[src/rtl/param_right_rotator_pipe.sv]
// Pipelined right barrel rotator: N registered stages, stage i rotates right by 2**i.
// Global-stall valid/ready pipeline with registered outputs and full throughput.
module param_right_rotator_pipe #(
    parameter int unsigned N = 3
) (
    input  logic                clk,
    input  logic                reset_n,
    input  logic                in_valid,
    output logic                in_ready,
    input  logic [(2**N)-1:0]   in_data,
    input  logic [N-1:0]        in_amount,
    output logic                out_valid,
    input  logic                out_ready,
    output logic [(2**N)-1:0]   out_data
);

    localparam int unsigned W = 2 ** N;

    logic adv;

    for (genvar g = 0; g < N; g++) begin : g_stage
        // Amount bits still to be applied when entering this stage.
        localparam int unsigned AW = N - g;
        localparam int unsigned Sh = 2 ** g;

        logic [W-1:0]  src_data;
        logic [AW-1:0] src_amt;
        logic          src_valid;
        logic [W-1:0]  rot;
        logic [W-1:0]  data_q;
        logic          valid_q;

        if (g == 0) begin : g_src
            assign src_data  = in_data;
            assign src_amt   = in_amount;
            assign src_valid = in_valid;
        end else begin : g_src
            assign src_data  = g_stage[g-1].data_q;
            assign src_amt   = g_stage[g-1].g_amt.amt_q;
            assign src_valid = g_stage[g-1].valid_q;
        end

        assign rot = (src_data >> Sh) | (src_data << (W - Sh));

        always_ff @(posedge clk or negedge reset_n) begin
            if (!reset_n) begin
                data_q  <= '0;
                valid_q <= 1'b0;
            end else if (adv) begin
                data_q  <= src_amt[0] ? rot : src_data;
                valid_q <= src_valid;
            end
        end

        // Only the not-yet-consumed amount bits travel on; the last stage needs none.
        if (AW > 1) begin : g_amt
            logic [AW-2:0] amt_q;

            always_ff @(posedge clk or negedge reset_n) begin
                if (!reset_n) begin
                    amt_q <= '0;
                end else if (adv) begin
                    amt_q <= src_amt[AW-1:1];
                end
            end
        end
    end

    assign adv       = !g_stage[N-1].valid_q || out_ready;
    assign in_ready  = reset_n && adv;
    assign out_valid = g_stage[N-1].valid_q;
    assign out_data  = g_stage[N-1].data_q;

endmodule

[config.mk]
export PLATFORM = sky130hd
export DESIGN_NAME = param_right_rotator_pipe
export DESIGN_NICKNAME = d
export VERILOG_FILES = /design/src/rtl/param_right_rotator_pipe.sv
export SDC_FILE = /design/constraint.sdc
export NUM_CORES = 1
export LEC_CHECK = 0
export CORE_ASPECT_RATIO = 2
export CORE_MARGIN = 10
export CORE_UTILIZATION = 45
export CTS_BUF_LIST = sky130_fd_sc_hd__clkbuf_4 sky130_fd_sc_hd__clkbuf_8
export DETAILED_ROUTE_END_ITERATION = 16
export HOLD_SLACK_MARGIN = 0.02
export PLACE_DENSITY = 0.69
export SYNTH_ARGS = -nofsm -noshare
export SYNTH_HDL_FRONTEND = slang
export SYNTH_SLANG_ARGS = --single-unit
[constraint.sdc]
create_clock -name clk -period 1.7 [get_ports clk]
set_input_delay 0.425 -clock clk [delete_from_list [all_inputs] [get_ports clk]]
set_output_delay 0.425 -clock clk [all_outputs]
set_load 0.03 [all_outputs]
======== Yosys cells after proc, flatten, opt, wreduce, memory -nomap -nowiden ========
Cells that the tools add are included.
operators by class
  multiplexer cells ....................... 3
  bitwise gates (word level) .............. 3
  reduce and logical (&&, ||, !) cells .... 3
operators with widths
  kind               count
  2-to-1 mux 8 bit   3
  OR 4 x 8 -> 8 bit  1
  OR 6 x 8 -> 8 bit  1
  OR 7 x 8 -> 8 bit  1
  logical AND 1 bit  1
  logical NOT 1 bit  1
  logical OR 1 bit   1
word-level totals
  flip-flop bits (word level) ............. 30
  input port bits ......................... 15
  output and inout bits ................... 10

======== Logic depth before layout (Yosys ltp) ========
Gate-level depths: netlist of run 1.
  depth in word-level cells ............... 3
  depth in mapped cells ................... 3
  gate-level depth less buffers ........... 2

======== Worst setup path after synthesis of run 1 ========
OpenSTA, ideal clock, no wires.
  kind .................................... register -> output
  start point ............................. register g_stage[2].valid_q, in the netlist out_valid
  end point ............................... output in_ready
  arrival time ............................ 1123 ps
  data required time ...................... 1275 ps
  slack ................................... 152 ps
  stages on the path, launching flop included .. 4
  path buffers ............................ 1
  cells stage by stage .................... dfrtp_1 nand2b_4 buf_4 and2_1
on the way
  longest elaborated chain between the ends .. 3
RTL lines
  item                    line  text
  from (decl)             31    logic valid_q;
  from (signal assigned)  51    valid_q <= src_valid;
  logical NOT 1 bit       69    assign adv = !g_stage[N-1].valid_q || out_ready;
  logical OR 1 bit        69
  logical AND 1 bit       70    assign in_ready = reset_n && adv;
  to (decl)               9     output logic in_ready,
No other way between the ends.

======== Worst setup path in the final report of run 1 ========
  start point ............................. input reset_n
  end point ............................... output in_ready
on the way
  longest elaborated chain between the ends .. 1
RTL lines
  item               line  text
  from (decl)        7     input logic reset_n,
  logical AND 1 bit  70
No other way between the ends.

==> qor.csv, run 1 <==
metric;value;unit
setup_tns;0;ps
final_util;57.6;%
power.total;3.09;mW
portBuffers;24;
power_density;1580;mW/mm2
route.vias.total;820;
vdd_ir_drop_max;0.752;mV
syn_area;0.00158;mm2
drt_pre_antenna_iters;2;
fp.dieArea;0.00643;mm2
ctsRootBufferMaster;clkbuf_8;
tritoncts;yes;
ys_seq_elements;30;
p_sw;0.955;mW
crit_path_max_incr_delay;480;ps
setup_violations;0;
yosysWarnings;0;
num_rows;30;
layout_commonest_cell;mux2_4;
worst_slew_pin_slew;471;ps
die_w;61.9;um
initial_core_util;46.8;%
min_path_type;reg -> reg;
synth-seq-area-share;47.5;%
grt_pass1_vias;914;
path_delay_family;buffers and inverters;
maxCapViolCount;0;
holdBufCountCts;0;
worst_ep_required_time;1270;ps
fin_ws;78.6;ps
route.detailed.vias_per_inst;5.32;
drive_gt1_share;47.5;%
grt_max_degree;31;
worst-path-buf-inv;2;
rsz0062_at_grt;false;
synth_nets;107;
cp_data_arrival_time;1200;ps
nNetsFinal;136;
n_antenna_cell;0;
overflow;0;
status;complete, no violations;
wl_per_cell;16.8;um
fin_cells;154;
clock_path_buffers;2;
antenna_found_initial;0;
intPower;2.13;mW
fin_crit;1620;ps
critPathLaunchType;primary input;
crit_slowest_cell;clkdlybuf4s50_1;
clock_skew;7.13;ps
dieHeight;104;um
finalHoldViolCount;0;
synth_cell_types;9;
core_region_area;0.00338;mm2
cts_sinks;30;
final_cell_mix;40 x mux2_4, 30 x dfrtp_1, 13 x clkdlybuf4s50_1, 10 x mux2_1, 10 x dlygate4sd2_1;
p_clk_share;22.8;%
combPwrFrac;39.1;%
cts_buffers;5;
cp_max_fo;2;
drt_iter0_markers;3;
antenna_left;0;
pre_cts_ws;-125;ps
cts.clk_slew.worst_paths;60;ps
relSlewSlack;68.6;%
finalMaxSlewViolations;0;
cp_cell_sequence;clkdlybuf4s50_1, and2_4, buf_6;
netlist_instances;92;
clock_latency;290;ps
leakagePower;0.948;nW
route.detailed.drc;0;
routabilityCongestion;0.695;
p_seq_share;38.1;%
fmax;617;MHz
criticalPathCategory;in -> out;
fin_crit_sh;95.4;%
cts_htree_levels;2;
syn_area_per_cell;17.2;um2
sw_frac_of_total;31.0;%
grt_usage;9.25;%
critPathCaptureType;output port;
grt_pass1_wl;4.37;mm
io_pins;25;
dp.cells;146;
dpl.hpwl;1.93;mm
drt_wl_total;2.59;mm
area_growth_syn_to_layout;23.2;%
## timing repair
item                                    4_1_cts  5_1_grt
gates resized for setup                      12        0
endpoints found under the setup margin       10        0
buffers inserted                              0        0
## cells by family (layout without fill, tap and decap cells)
family / Yosys count / in the layout / share of synthesized area (%)
buffers and inverters: 6 / 36 / 3.56
AND/OR/NAND/NOR: 3 / 3 / 1.66
multiplexers: 53 / 53 / 47.3
flip-flops: 30 / 30 / 47.5
## metrics by stage
stage               hold WS, ps  area (um2)
CTS                         463        1950
detailed placement          448        1840
global placement            435        1840
global route                484        1950
finish                      458        1950
floorplan                   129        1580
## power groups by stage
| stage | registers, mW | clock network (mW) | logic (mW) |
|---|---|---|---|
| after global routing | 1.22 | 0.757 | 1.28 |
| after floorplan | 1.33 | 0 | 0.791 |
| after CTS | 1.18 | 0.725 | 1.23 |
| final | 1.18 | 0.702 | 1.21 |
| after detailed placement | 1.20 | 0 | 1.30 |
| after global placement | 1.18 | 0 | 1.28 |
## per-layer routing
layer	vias up	global-route usage, %	share of wire (%)
met2	21	14.5	53
met3	8	3.67	5.8
li1	383	-	-
met1	408	9.23	38
met5	-	0	0
met4	0	6.75	3.4
## synthesized netlist by cell type
master / instances / area share (%)
mux2_4: 40 / 38
dfrtp_1: 30 / 48
mux2_1: 10 / 7.1
buf_4: 3 / 1.4
buf_6: 3 / 2.1
mux2_2: 3 / 2.1
and2_1: 1 / 0.40
nand2b_1: 1 / 0.40
nand2b_4: 1 / 0.87
## flip-flops by register name (all words and copies together) (netlist names)
signal	cells
out_valid	1
g_stage.g_amt.amt_q	3
g_stage.valid_q	2
g_stage.data_q	16
out_data	8
## path summary, 6_finish.rpt
check / startpoint / to / slack (ps) / cells past startpoint
min in group asynchronous: reset_n / g_stage[1].g_amt.amt_q / 560 / 2
min reg2reg: g_stage[1].valid_q / out_valid / 460 / 1
max reg2reg: g_stage[0].g_amt.amt_q[0] / g_stage[1].data_q[7] / 360 / 2
max in group asynchronous: reset_n / out_data[7] / 850 / 2
max: reset_n / in_ready / 80 / 3
min: g_stage[1].valid_q / out_valid / 460 / 1
## layout make-up
type                       count  area, um2
fill                         292       1430
multi-input combinational     56        776
sequential                    30        751
timing repair buffer          28        272
clock buffer                   5       68.8
clock inverter                 3       40.0
tap                           32       40.0
## worst register-to-register path: cells and delay by family (launching register included)
| family | cells | cell delay, ps |
|---|---|---|
| muxes | 2 | 610 |
| DFF | 1 | 630 |
Note: power is estimated with default switching activity, not from simulation.
==> inputs of run 2 (changes only) <==
--- a/config.mk
+++ b/config.mk
@@ -10,6 +10,7 @@
 export CORE_UTILIZATION = 45
 export CTS_BUF_LIST = sky130_fd_sc_hd__clkbuf_4 sky130_fd_sc_hd__clkbuf_8
 export DETAILED_ROUTE_END_ITERATION = 16
+export GPL_TIMING_DRIVEN = 0
 export HOLD_SLACK_MARGIN = 0.02
 export PLACE_DENSITY = 0.69
 export SYNTH_ARGS = -nofsm -noshare
==> constraint.sdc (replaced) <==
create_clock -name clk -period 1.6 [get_ports clk]
set_input_delay 0.4 -clock clk [delete_from_list [all_inputs] [get_ports clk]]
set_output_delay 0.4 -clock clk [all_outputs]
set_load 0.03 [all_outputs]
==> run 2 against run 1 <==
Against the previous run:
- final cell count up 0.65%
- via count is 1.8% higher
- sequential power about the same
- sequential cell count did not move
- count of clock-buffer cells in the layout rose by 1
- clock power is 8.8% lower
- register-to-register slack worse by 170 ps
- sequential share of layout area about the same
- critical path depth is the same
- clock skew about the same
- non-clock buffer count is 1 higher
- power is 4.1% higher
- largest cell class unchanged
- highest routed layer unchanged
==> qor.csv, run 2 (synthesized netlist as in run 1, its figures left out) <==
metric;value;unit;change
grt_use_met2;16.9;%;was 14.5%
cts_sinks;30;;unchanged
grt_pass1_wl;4.77;mm;was 4.37 mm
largest_reg_flops;16;;unchanged
path_delay_family;buffers and inverters;;unchanged
antenna_found_initial;0;;unchanged
seq_area;751;um2;unchanged
rsz0062_at_grt;false;;unchanged
routabilityCongestion;0.776;;was 0.695
clock_path_buffers;2;;unchanged
cts_htree_levels;2;;unchanged
critPathCaptureType;output port;;unchanged
num_rows;30;;unchanged
wl_per_cell;18.1;um;was 16.8 um
grt_max_degree;32;;was 31
multi_input_area;776;um2;unchanged
antenna_left;0;;unchanged
fin_crit;1500;ps;
drive_gt1_share;49.6;%;was 47.5%
criticalPathCategory;in -> out;;unchanged
cp_cell_sequence;buf_4, and2_4, buf_6;;was clkdlybuf4s50_1, and2_4, buf_6
maxCapViolCount;0;;unchanged
worst_slew_pin_slew;399;ps;was 471 ps
finalHoldViolCount;0;;unchanged
route.vias.total;835;;was 820
post-route-cell-area;0.00195;mm2;about the same
nNetsFinal;137;;was 136
portBuffers;23;;was 24
min_path_type;in -> async;;was reg -> reg
crit_slowest_cell;buf_4;;was clkdlybuf4s50_1
finalMaxSlewViolations;0;;unchanged
leakagePower;0.952;nW;was 0.948 nW
cts_buffers;5;;unchanged
critPathLaunchType;primary input;;unchanged
setup_tns;0;ps;unchanged
dpl.hpwl;2.10;mm;was 1.93 mm
fin_crit_sh;93.7;%;
n_fill_cell;278;;was 292
relSlewSlack;73.4;%;was 68.6%
dieHeight;104;um;unchanged
route.detailed.drc;0;;unchanged
final_util;57.6;%;about the same
drt_iter0_markers;6;;was 3
die_w;61.9;um;unchanged
n_antenna_cell;0;;unchanged
clock_latency;290;ps;about the same
fmax;667;MHz;
clock_skew;7.07;ps;was 7.13 ps
drt_wl_total;2.80;mm;was 2.59 mm
cp_max_fo;31;;was 2
ctsRootBufferMaster;clkbuf_8;;unchanged
final_cell_mix;40 x mux2_4, 30 x dfrtp_1, 11 x clkdlybuf4s50_1, 10 x mux2_1, 9 x dlygate4sd2_1;;was 40 x mux2_4, 30 x dfrtp_1, 13 x clkdlybuf4s50_1, 10 x mux2_1, 10 x dlygate4sd2_1
tritoncts;yes;;unchanged
area_growth_syn_to_layout;23.1;%;was 23.2%
grt.met1_usage;9.80;%;was 9.23%
core_region_area;0.00338;mm2;unchanged
fin_ws;100;ps;was 78.6 ps
fp.dieArea;0.00643;mm2;unchanged
layout_commonest_cell;mux2_4;;unchanged
holdBufCountCts;0;;unchanged
overflow;0;;unchanged
vdd_ir_drop_max;0.689;mV;was 0.752 mV
setup_violations;0;;unchanged
pre_cts_ws;-1630;ps;was -125 ps
grt.busiest_layer;met2;;unchanged
placed_area;0.00185;mm2;was 0.00184 mm2
status;complete, no violations;;unchanged
power_density;1650;mW/mm2;was 1580 mW/mm2
worst-path-buf-inv;2;;unchanged
worst_ep_required_time;1200;ps;was 1270 ps
cp_data_arrival_time;1100;ps;was 1200 ps
grt_usage;10.1;%;was 9.25%
grt_pass1_vias;949;;was 914
largest_register;g_stage.data_q;;unchanged
power.total;3.21;mW;was 3.09 mW
cts.clk_slew.worst_paths;70;ps;was 60 ps
route.detailed.vias_per_inst;5.39;;was 5.32
crit_path_max_incr_delay;340;ps;was 480 ps
grtUsageMet3;4.03;%;was 3.67%
initial_core_util;46.8;%;unchanged
dp.cells;147;;was 146
fin_cells;155;;was 154
io_pins;25;;unchanged
drt_pre_antenna_iters;3;;was 2
timing.hold.ws;40.9;ps;was 458 ps
run 2: area by class of cell:
type | instances | share of cell area (%)
clock inverters | 2 | 0.643
clock buffers | 6 | 4.24
well taps | 32 | 2.06
flip-flops and latches | 30 | 38.6
multi-input cells | 56 | 39.9
plain buffers | 5 | 2.89
repair buffers | 24 | 11.7
run 2: per-layer routing:
layer	part of all wire, %	vias to the layer above
met5	0	-
met4	2.5	0
met3	5.8	8
met2	57	21
met1	35	421
li1	-	385
run 2: path summary, 6_finish.rpt:
check / start / to / slack [ps] / cells past startpoint
worst min register to register: g_stage[1].valid_q / out_valid / 470 / 1
max in group asynchronous: reset_n / out_data[5] / 1270 / 1
min in group clk: g_stage[1].valid_q / out_valid / 470 / 1
worst min-delay path: reset_n / g_stage[0].data_q[4] / 40 / 1
worst max register to register: out_valid / g_stage[0].g_amt.amt_q[1] / 190 / 4
worst max-delay path: reset_n / in_ready / 100 / 3
run 2: power by group:
part | total [mW] | leakage, nW | internal (mW) | switching (mW)
Combinational | 1.36 | 0.556 | 0.795 | 0.566
Sequential | 1.21 | 0.349 | 1.04 | 0.175
Clock | 0.640 | 0.0472 | 0.345 | 0.294
Total | 3.21 | 0.952 | 2.18 | 1.04
run 2: repair_timing:
| action | CTS | global route |
|---|---|---|
| gates resized for setup | 24 | 2 |
| buffers inserted | 1 | 0 |
| gates cloned | 0 | 0 |
| setup endpoints to repair | 40 | 20 |
